### config.mk
export PLATFORM = sky130hd
export DESIGN_NAME = debounce_keys_repeat
export DESIGN_NICKNAME = d
export VERILOG_FILES = /design/src/rtl/debounce_keys_repeat.sv
export SDC_FILE = /design/constraint.sdc
export NUM_CORES = 1
export LEC_CHECK = 0
export ABC_AREA = 1
export CORE_ASPECT_RATIO = 2
export CORE_UTILIZATION = 62
export DETAILED_ROUTE_END_ITERATION = 10
export GPL_ROUTABILITY_DRIVEN = 0
export GPL_TIMING_DRIVEN = 1
export PLACE_DENSITY = 0.85
export SLEW_MARGIN = 20
export SYNTH_ARGS = -nofsm -noshare
export SYNTH_HDL_FRONTEND = slang
export SYNTH_SLANG_ARGS = --single-unit
### constraint.sdc
create_clock -name clock -period 1.9 [get_ports clock]
set_clock_uncertainty 0.1 [all_clocks]
set_input_delay 0.38 -clock clock [delete_from_list [all_inputs] [get_ports clock]]
set_output_delay 0.38 -clock clock [all_outputs]
set_load 0.01 [all_outputs]
### src/rtl/debounce_keys_repeat.sv
// Per-channel key conditioner: synchroniser, debouncer, press/release edges and auto-repeat.
// Latency: SYNC_STAGES+THRESHOLD-1 edges from first raw sample to state flip; no backpressure.
module debounce_keys_repeat #(
    parameter int N            = 4,
    parameter int THRESHOLD    = 10,
    parameter int SYNC_STAGES  = 2,
    parameter int ACTIVE_LOW   = 1,
    parameter int REPEAT_DELAY = 25000000,
    parameter int REPEAT_RATE  = 5000000
) (
    input  logic         clock,
    input  logic         resetn,
    input  logic [N-1:0] raw,
    input  logic [N-1:0] rep_en,
    output logic [N-1:0] state,
    output logic [N-1:0] pressed,
    output logic [N-1:0] released,
    output logic [N-1:0] repeat_pulse,
    output logic [N-1:0] action
);

    localparam int   CW       = $clog2(THRESHOLD + 1);
    localparam int   RMAX     = (REPEAT_DELAY > REPEAT_RATE) ? REPEAT_DELAY : REPEAT_RATE;
    localparam int   RW       = $clog2(RMAX + 1);
    localparam logic IDLE_LVL = 1'(ACTIVE_LOW != 0);

    typedef enum logic [1:0] {
        IDLE       = 2'd0,
        HOLD_DELAY = 2'd1,
        HOLD_RATE  = 2'd2
    } rep_st_t;

    logic [N-1:0][SYNC_STAGES-1:0] sync_q, sync_d;
    logic [N-1:0][CW-1:0]          db_cnt_q, db_cnt_d;
    logic [N-1:0][RW-1:0]          rc_q, rc_d;
    logic [N-1:0]                  state_q, state_d;
    logic [N-1:0]                  pressed_q, pressed_d;
    logic [N-1:0]                  released_q, released_d;
    logic [N-1:0]                  rpt_q, rpt_d;
    logic [N-1:0]                  s_n;
    rep_st_t                       rs_q [N];
    rep_st_t                       rs_d [N];

    always_comb begin
        sync_d     = sync_q;
        db_cnt_d   = db_cnt_q;
        rc_d       = rc_q;
        state_d    = state_q;
        pressed_d  = '0;
        released_d = '0;
        rpt_d      = '0;
        s_n        = '0;
        rs_d       = rs_q;
        for (int i = 0; i < N; i++) begin
            sync_d[i] = {sync_q[i][SYNC_STAGES-2:0], raw[i]};
            s_n[i]    = sync_q[i][SYNC_STAGES-1] ^ IDLE_LVL;

            // Any sample matching the current level restarts the count.
            if (s_n[i] == state_q[i]) begin
                db_cnt_d[i] = '0;
            end else if (db_cnt_q[i] == CW'(THRESHOLD - 1)) begin
                state_d[i]  = s_n[i];
                db_cnt_d[i] = '0;
            end else begin
                db_cnt_d[i] = db_cnt_q[i] + 1'b1;
            end

            pressed_d[i]  = state_d[i] & ~state_q[i];
            released_d[i] = ~state_d[i] & state_q[i];

            // Decided on the next level so the release cycle never carries a repeat.
            if (!state_d[i] || !rep_en[i]) begin
                rs_d[i] = IDLE;
                rc_d[i] = '0;
            end else begin
                case (rs_q[i])
                    IDLE: begin
                        rs_d[i] = HOLD_DELAY;
                        rc_d[i] = '0;
                    end
                    HOLD_DELAY: begin
                        if (rc_q[i] == RW'(REPEAT_DELAY - 1)) begin
                            rpt_d[i] = 1'b1;
                            rc_d[i]  = '0;
                            rs_d[i]  = HOLD_RATE;
                        end else begin
                            rc_d[i] = rc_q[i] + 1'b1;
                        end
                    end
                    HOLD_RATE: begin
                        if (rc_q[i] == RW'(REPEAT_RATE - 1)) begin
                            rpt_d[i] = 1'b1;
                            rc_d[i]  = '0;
                        end else begin
                            rc_d[i] = rc_q[i] + 1'b1;
                        end
                    end
                    default: begin
                        rs_d[i] = IDLE;
                        rc_d[i] = '0;
                    end
                endcase
            end
        end
    end

    always_ff @(posedge clock or negedge resetn) begin
        if (!resetn) begin
            sync_q     <= {(N*SYNC_STAGES){IDLE_LVL}};
            db_cnt_q   <= '0;
            rc_q       <= '0;
            state_q    <= '0;
            pressed_q  <= '0;
            released_q <= '0;
            rpt_q      <= '0;
            for (int i = 0; i < N; i++) begin
                rs_q[i] <= IDLE;
            end
        end else begin
            sync_q     <= sync_d;
            db_cnt_q   <= db_cnt_d;
            rc_q       <= rc_d;
            state_q    <= state_d;
            pressed_q  <= pressed_d;
            released_q <= released_d;
            rpt_q      <= rpt_d;
            rs_q       <= rs_d;
        end
    end

    assign state        = state_q;
    assign pressed      = pressed_q;
    assign released     = released_q;
    assign repeat_pulse = rpt_q;
    assign action       = pressed_q | rpt_q;

endmodule

==> impl_metrics.tcl, run 1 <==
set metrics [dict create \
    outcome "finished clean" \
    detail_route.vias_per_cell 5.495 \
    die_w_um 84.68 \
    final_clock_period_utilization_by_the_worst_path_pct 97.89 \
    yosys.cell_types.count 32 \
    layout.cells.most_common_list "nor2_1 (256), nand2_1 (243), inv_1 (145)" \
    drt_wl_total_um 20090 \
    crit_chain "or2_2, dlygate4sd2_1" \
    clock_sinks 148 \
    most_frequent_standard_cell_in_the_layout_excluding_fill_and_tap_cells "nor2_1" \
    ys_warn_count 0 \
    power.internal_w 0.005738 \
    synthesis.instances 1114 \
    finalHoldViolations 0 \
    grt_setup_unrepaired "yes" \
    drv_cap 0 \
    slew_violations 0 \
    post_synth.cell_area_avg_um2 7.609 \
    worstHoldPathType "reg -> reg" \
    synth.mux.area_fraction_pct 0 \
    drc 0 \
    timing_worst_setup_path_type "reg -> out" \
    crit_path_max_fanout 2 \
    first_pass_detailed_route_iteration_total 7 \
    portBuffers 29 \
    register_clock_pin_slew_on_the_reported_worst_setup_and_hold_paths_ns 0.07 \
    pwr-share-seq_pct 45.0 \
    mappedNetlistArea_um2 8477 \
    crit_path_start_kind "register" \
    fraction_of_registers_with_async_set_reset_pct 100.0 \
    timing.final.crit_period_ns 1.860 \
    post-route-worst-setup-slack_ns 0.04015 \
    design.portCount 30 \
    comb_power_share_pct 9.8 \
    power.density_nw_per_um2 769.8 \
    proportion_of_synthesized_chip_area_in_sequential_cells_pct 43.81 \
    grt.total_usage_pct 29.01 \
    synth_xor_area_share_pct 7.956 \
    clk-insertion-delay-late_ns 0.43 \
    diodes 0 \
    critPathSlowestCell "dfrtp_1" \
    grt_start_max_net_pins 41 \
    power.leakage_nw 4.300 \
    nets 1221 \
    cts_made_buffers 17 \
    report.final.setup_viol 0 \
    fmax_ghz 0.5377 \
    switching_share_pct 24.80 \
    synth_top_family_by_area "simple AND/OR/NAND/NOR gates" \
    die_y_um 167.4 \
    drt-wirelength-per-cell_um 14.86 \
    wire_length_of_the_first_global_routing_pass_um 32350 \
    area_growth_pct 16.93 \
    core_area_um2 13360 \
    ctsRootBufferMaster "clkbuf_16" \
    transition_time_at_the_pin_with_the_least_slew_margin_ns 0.4229 \
    critical_path.max_stage_delay_ns 0.39 \
    yosys.area_share.simple_pct 35.01 \
    post_synth_top_flop "dfrtp_1" \
    slew_margin_rel_pct 71.59 \
    place_hpwl_um 13950 \
    detailedPlace.worstSlack_ns 0.1007 \
    route.vias.total 7429 \
    synthAdderAreaFrac_pct 3.985 \
    synth_enable_flop_cells 0 \
    power.net_switching_w 0.001893 \
    drive_above_1_share_pct 12.11 \
    fp-row-count 60 \
    initial_antenna_violation_count 0 \
    count_of_state_elements_after_synthesis 148 \
    critPathCaptureType "output port" \
    grt_remaining_overflow 0 \
    setup_tns_ns 0 \
    net_count_after_synthesis 1151 \
    grt_pass1_vias 7547 \
    die-area_um2 14170 \
    arrival_ns 1.38 \
    h-tree-depth 4 \
    drtAntennaViolNets 0 \
    required_ns 1.42 \
    first_iter_violations 404 \
    clock_power_share_pct 45.1 \
    tritoncts "built" \
    floorplan.initialDensity_pct 63.44 \
    synth-compound-area-share_pct 1.476 \
    peakVddDrop_uv 667.1 \
    clk_path_buf_depth 2 \
]
-- synth_stat cells, types with 11 or more instances --
| cell | instances | area [um^2] |
|---|---|---|
| nand2_1 | 248 | 930.9 |
| nor2_1 | 259 | 972.2 |
| dfrtp_1 | 140 | 3503 |
| nor3_1 | 19 | 95.09 |
| ha_1 | 27 | 337.8 |
| o21ai_0 | 11 | 55.05 |
| nand3_1 | 73 | 365.4 |
| nand4_1 | 21 | 131.4 |
| xor2_1 | 51 | 446.7 |
| nor2_2 | 25 | 156.4 |
| inv_1 | 147 | 551.8 |
| xnor2_1 | 26 | 227.7 |
-- worst max-delay path, delay by kind of cell (launching register included) --
kind	cells	cell delay, ns
AND/OR/NAND/NOR	1	0.29
flip-flops	1	0.39
buffers and inverters	1	0.28
-- power by group through the flow --
| stage | Sequential (W) | Clock, W | Combinational, W |
|---|---|---|---|
| global placement | 0.00348 | 0 | 0.000643 |
| detailed placement | 0.00349 | 0 | 0.000668 |
| finish | 0.00344 | 0.00344 | 0.000749 |
| global route | 0.00346 | 0.00362 | 0.000844 |
| CTS | 0.00344 | 0.00348 | 0.000668 |
| floorplan | 0.00349 | 0 | 0.000342 |
-- layout make-up --
cell class / count / area, um^2
multi-input cells: 811 / 4237
repair buffers: 57 / 599.3
flip-flops and latches: 148 / 3715
inverters: 149 / 559.3
clock inverters: 14 / 178.9
well taps: 155 / 193.9
fillers: 961 / 3451
clock buffers: 18 / 429.2
-- routing by layer --
| metal | part of all wire, % | vias up | wire, um | track usage, % |
|---|---|---|---|---|
| li1 | - | 3561 | - | - |
| met1 | 34 | 3499 | 6895 | 27.51 |
| met2 | 55 | 235 | 11080 | 54.19 |
| met3 | 2.9 | 134 | 584 | 4.386 |
| met4 | 7.6 | 0 | 1527 | 22.55 |
| met5 | 0 | - | 0 | 0 |
-- per-stage QoR --
step | util, % | power [W] | hold WS, ns | instance area (um^2) | instances
3_5_place_dp | 67.66 | 0.004160 | 0.2160 | 9041 | 1307
2_1_floorplan | - | 0.003831 | -0.01559 | 8477 | 1114
5_1_grt | 74.18 | 0.007926 | 0.2516 | 9912 | 1352
3_3_place_gp | 67.66 | 0.004125 | 0.2159 | 9041 | 1307
6_report | 74.18 | 0.007631 | 0.2470 | 9912 | 1352
4_1_cts | 72.25 | 0.007582 | 0.2472 | 9654 | 1340
-- sequential cells by signal (all words and copies together), names as in the netlist --
signal        flops
db_cnt_q         16
pressed           4
rc_q            100
released          4
repeat_pulse      4
rs_q              8
state             4
sync_d            4
sync_q            4
-- cell families after synthesis --
kind of cell / after synthesis
fa+ha+maj: 27
flops: 148
buf+inv: 157
xor+xnor: 77
simple gates: 684
compound gates: 21
-- what timing repair did --
action / 4_1_cts / 5_1_grt
endpoints found under the hold margin: 31 / 0
setup endpoints to repair: 4 / 99
resized for setup: 4 / 28
setup buffers: 0 / 8
pin swaps: 0 / 11
gates cloned: 0 / 4
hold buffers: 1 / 0
-- worst paths after layout --
path,slack (ns),start,depth (start not counted),endpoint
setup / recovery,0.04,repeat_pulse[1],2,action[1]
hold / removal,0.25,sync_d[1],0,sync_q[1]
setup reg to reg,0.04,rc_q[25],11,rc_q[45]
hold reg to reg,0.25,sync_d[1],0,sync_q[1]
max in group asynchronous,0.74,resetn,3,sync_d[5]
min in group asynchronous,0.32,resetn,2,rc_q[87]
(Power assumes the default switching activity.)
==> inputs of run 2 (changes only) <==
- ABC_AREA: 1 -> not set
- CORE_UTILIZATION: 62 -> 65
- PLACE_DENSITY: 0.85 -> 0.89
- SKIP_CTS_REPAIR_TIMING: not set -> 1
- clock period: 1.9 -> 2.4 ns (I/O delays scaled with it)
==> run 2 against run 1 <==
Against the previous run:
- via count down 25%
- utilization up 4.8 points
- largest power group unchanged
- clock power down 26%
==> impl_metrics.tcl, run 2 <==
set metrics [dict create \
    die-area_um2 11560 \
    mappedNetlistArea_um2 7218 \
    diodes 0 \
    portBuffers 29 \
    post_synth.cell_area_avg_um2 10.11 \
    layout.filler_cells 614 \
    fmax_ghz 0.4203 \
    most_instantiated_cells_after_synthesis "nor2_1 (152), dfrtp_1 (140), xor2_1 (57), nand2_1 (53), xnor2_1 (47)" \
    critical_path.max_stage_delay_ns 0.55 \
    clk-insertion-delay-late_ns 0.43 \
    synth-compound-area-share_pct 2.565 \
    power.density_nw_per_um2 628.5 \
    critical_path.top_delay_family "simple AND/OR/NAND/NOR gates" \
    path_buf_inv 1 \
    synth_enable_flop_cells 0 \
    register_clock_pin_slew_on_the_reported_worst_setup_and_hold_paths_ns 0.06 \
    post_synth_top_flop "dfrtp_1" \
    route.vias.total 5590 \
    first_pass_detailed_route_iteration_total 6 \
    design.portCount 30 \
    total_power_w 0.005402 \
    die_y_um 151.0 \
    drc 0 \
    critPathSlowestCell "or4_4" \
    synth_top_area_share_pct 48.54 \
    grt_remaining_overflow 0 \
    seq_area_um2 3714 \
    tritoncts "built" \
    ys_warn_count 0 \
    fp-row-count 54 \
    crit_start "rc_q[17]" \
    synth.mux.area_fraction_pct 1.109 \
    outcome "finished clean" \
    final_cell_count_no_fill 940 \
    crit_path_max_fanout 2 \
    floorplan.initialDensity_pct 66.36 \
    timing.reg2reg.worst_path_depth 6 \
    r2r-start "rc_q[17]" \
    drive_above_1_share_pct 11.88 \
    fraction_of_registers_with_async_set_reset_pct 100.0 \
    area_occupied_by_multi_input_gates_um2 3396 \
    die_w_um 76.52 \
    placed_cells_incl_taps 902 \
    synth_xor_area_share_pct 12.62 \
    initial_antenna_violation_count 0 \
    synthesis.instances 714 \
    final_clock_period_utilization_by_the_worst_path_pct 99.15 \
    arrival_ns 2.62 \
    proportion_of_synthesized_chip_area_in_sequential_cells_pct 51.45 \
    area_growth_pct 19.08 \
    place_hpwl_um 10630 \
    hold_ws_ns 0.2562 \
    post-synth-top-count-cell "nor2_1" \
    critical_path.endpoint "rs_q[6]" \
    wire_length_of_the_first_global_routing_pass_um 26680 \
    report.final.setup_viol 0 \
    core_area_um2 10880 \
    critical_path_stages 6 \
    required_ns 2.64 \
    reg2reg_to "rs_q[6]" \
    first_iter_violations 390 \
    power.leakage_nw 3.468 \
    yosys.area_share.simple_pct 24.91 \
    detail_route.vias_per_cell 5.947 \
    critPathCaptureType "register" \
    yosys.cell_types.count 48 \
    worstHoldPathType "reg -> reg" \
    synth.area.top_cells "dfrtp_1 (49%), nor2_1 (7.9%), xor2_1 (6.9%)" \
    drtAntennaViolNets 0 \
    timing_worst_setup_path_type "reg -> reg" \
    drt-wirelength-per-cell_um 17.17 \
    slew_violations 0 \
    peakVddDrop_uv 599.7 \
    synthAdderAreaFrac_pct 4.680 \
    synth_top_family_by_area "simple AND/OR/NAND/NOR gates" \
    finalHoldViolations 0 \
    transition_time_at_the_pin_with_the_least_slew_margin_ns 0.5772 \
    net_count_after_synthesis 751 \
    h-tree-depth 4 \
    slew_margin_rel_pct 61.17 \
    registers.top_by_ff_count "rc_q" \
    most_frequent_standard_cell_in_the_layout_excluding_fill_and_tap_cells "nor2_1" \
    crit_path_start_kind "register" \
    drt_wl_total_um 16140 \
    grt_pass1_vias 5927 \
    largest_reg_flops 100 \
    setup_tns_ns 0 \
    count_of_state_elements_after_synthesis 148 \
    cts_made_buffers 17 \
    clock_sinks 148 \
    grt.total_usage_pct 29.68 \
    timing.final.crit_period_ns 2.379 \
    layout.cells.most_common_list "nor2_1 (151), dfrtp_1 (140), xor2_1 (57)" \
    top_regs "rc_q x100, db_cnt_q x16, rs_q x8" \
    drv_cap 0 \
    fin_util_pct 79.02 \
    ctsRootBufferMaster "clkbuf_16" \
    crit_chain "or4bb_1, or4_4, buf_4, o22a_4, mux2i_4, nor2_1" \
    nets 824 \
    worst-r2r-setup-slack_ns 0.02 \
    synth_largest_area_cell "dfrtp_1" \
    grt_start_max_net_pins 53 \
    clk_path_buf_depth 2 \
]
run 2: cell count changes after synthesis, moves of 8 or more:
cell	previous run	this run
inv_1	147	33
mux2i_1	0	8
nand2_1	248	53
nand2_2	10	0
nand3_1	73	41
nor2_1	259	152
nor2_2	25	0
nor4_1	1	15
o21ai_0	11	3
xnor2_1	26	47
run 2: how the worst min path moves through the flow:
stage | startpoint | to | depth (start not counted)
after floorplan | resetn | db_cnt_q[0] | 0
after global placement | sync_d[3] | sync_q[3] | 0
after detailed placement | sync_d[7] | sync_q[7] | 0
after CTS | resetn | db_cnt_q[6] | 1
after global routing | sync_d[7] | sync_q[7] | 0
final | sync_d[7] | sync_q[7] | 0
run 2: kinds of logic (layout without fill, tap and decap cells):
logic type	after synthesis	count (layout)
buf+inv	44	129
mux	8	8
xor+xnor	104	104
fa+ha+maj	27	27
simple gates	361	361
compound gates	22	23
flops	148	148
run 2: area by class of cell:
| cell class | instances | area share [%] |
|---|---|---|
| clock inverter | 11 | 1.310 |
| inverter | 33 | 1.441 |
| timing repair buffer | 64 | 7.263 |
| sequential | 148 | 43.20 |
| clock buffer | 21 | 5.240 |
| tap | 140 | 2.038 |
| multi-input combinational | 523 | 39.51 |
run 2: report_power, final:
part / total (W) / internal [W] / switching (W) / leakage (nW)
logic: 0.000248 / 0.000103 / 0.000144 / 1.17
registers: 0.00261 / 0.00256 / 0.0000544 / 2.03
clock network: 0.00254 / 0.00154 / 0.000999 / 0.272
total: 0.00540 / 0.00420 / 0.00120 / 3.47
run 2: worst register-to-register path, delay by kind of cell, from the launching register on:
family / cells / cell delay [ns]
AND/OR/NAND/NOR: 3 / 1.19
buffers and inverters: 1 / 0.17
AO/OA/AOI/OAI: 1 / 0.24
flip-flops: 1 / 0.39
multiplexers: 1 / 0.21
run 2: layer usage:
layer | share of wire, % | GRT usage (%) | vias to the layer above
met5 | 0 | 0 | -
met4 | 4.5 | 17.88 | 0
met3 | 3.7 | 5.783 | 69
met2 | 56 | 55.14 | 184
met1 | 36 | 30.50 | 2768
li1 | - | - | 2569
run 2: through the flow:
| stage | area (um^2) | worst slack [ns] |
|---|---|---|
| after floorplan | 7218 | 0.02509 |
| after global placement | 7891 | 0.02577 |
| after detailed placement | 7891 | -0.04394 |
| after CTS | 8454 | -0.09458 |
| after global routing | 8596 | -0.01798 |
| final | 8596 | 0.02052 |
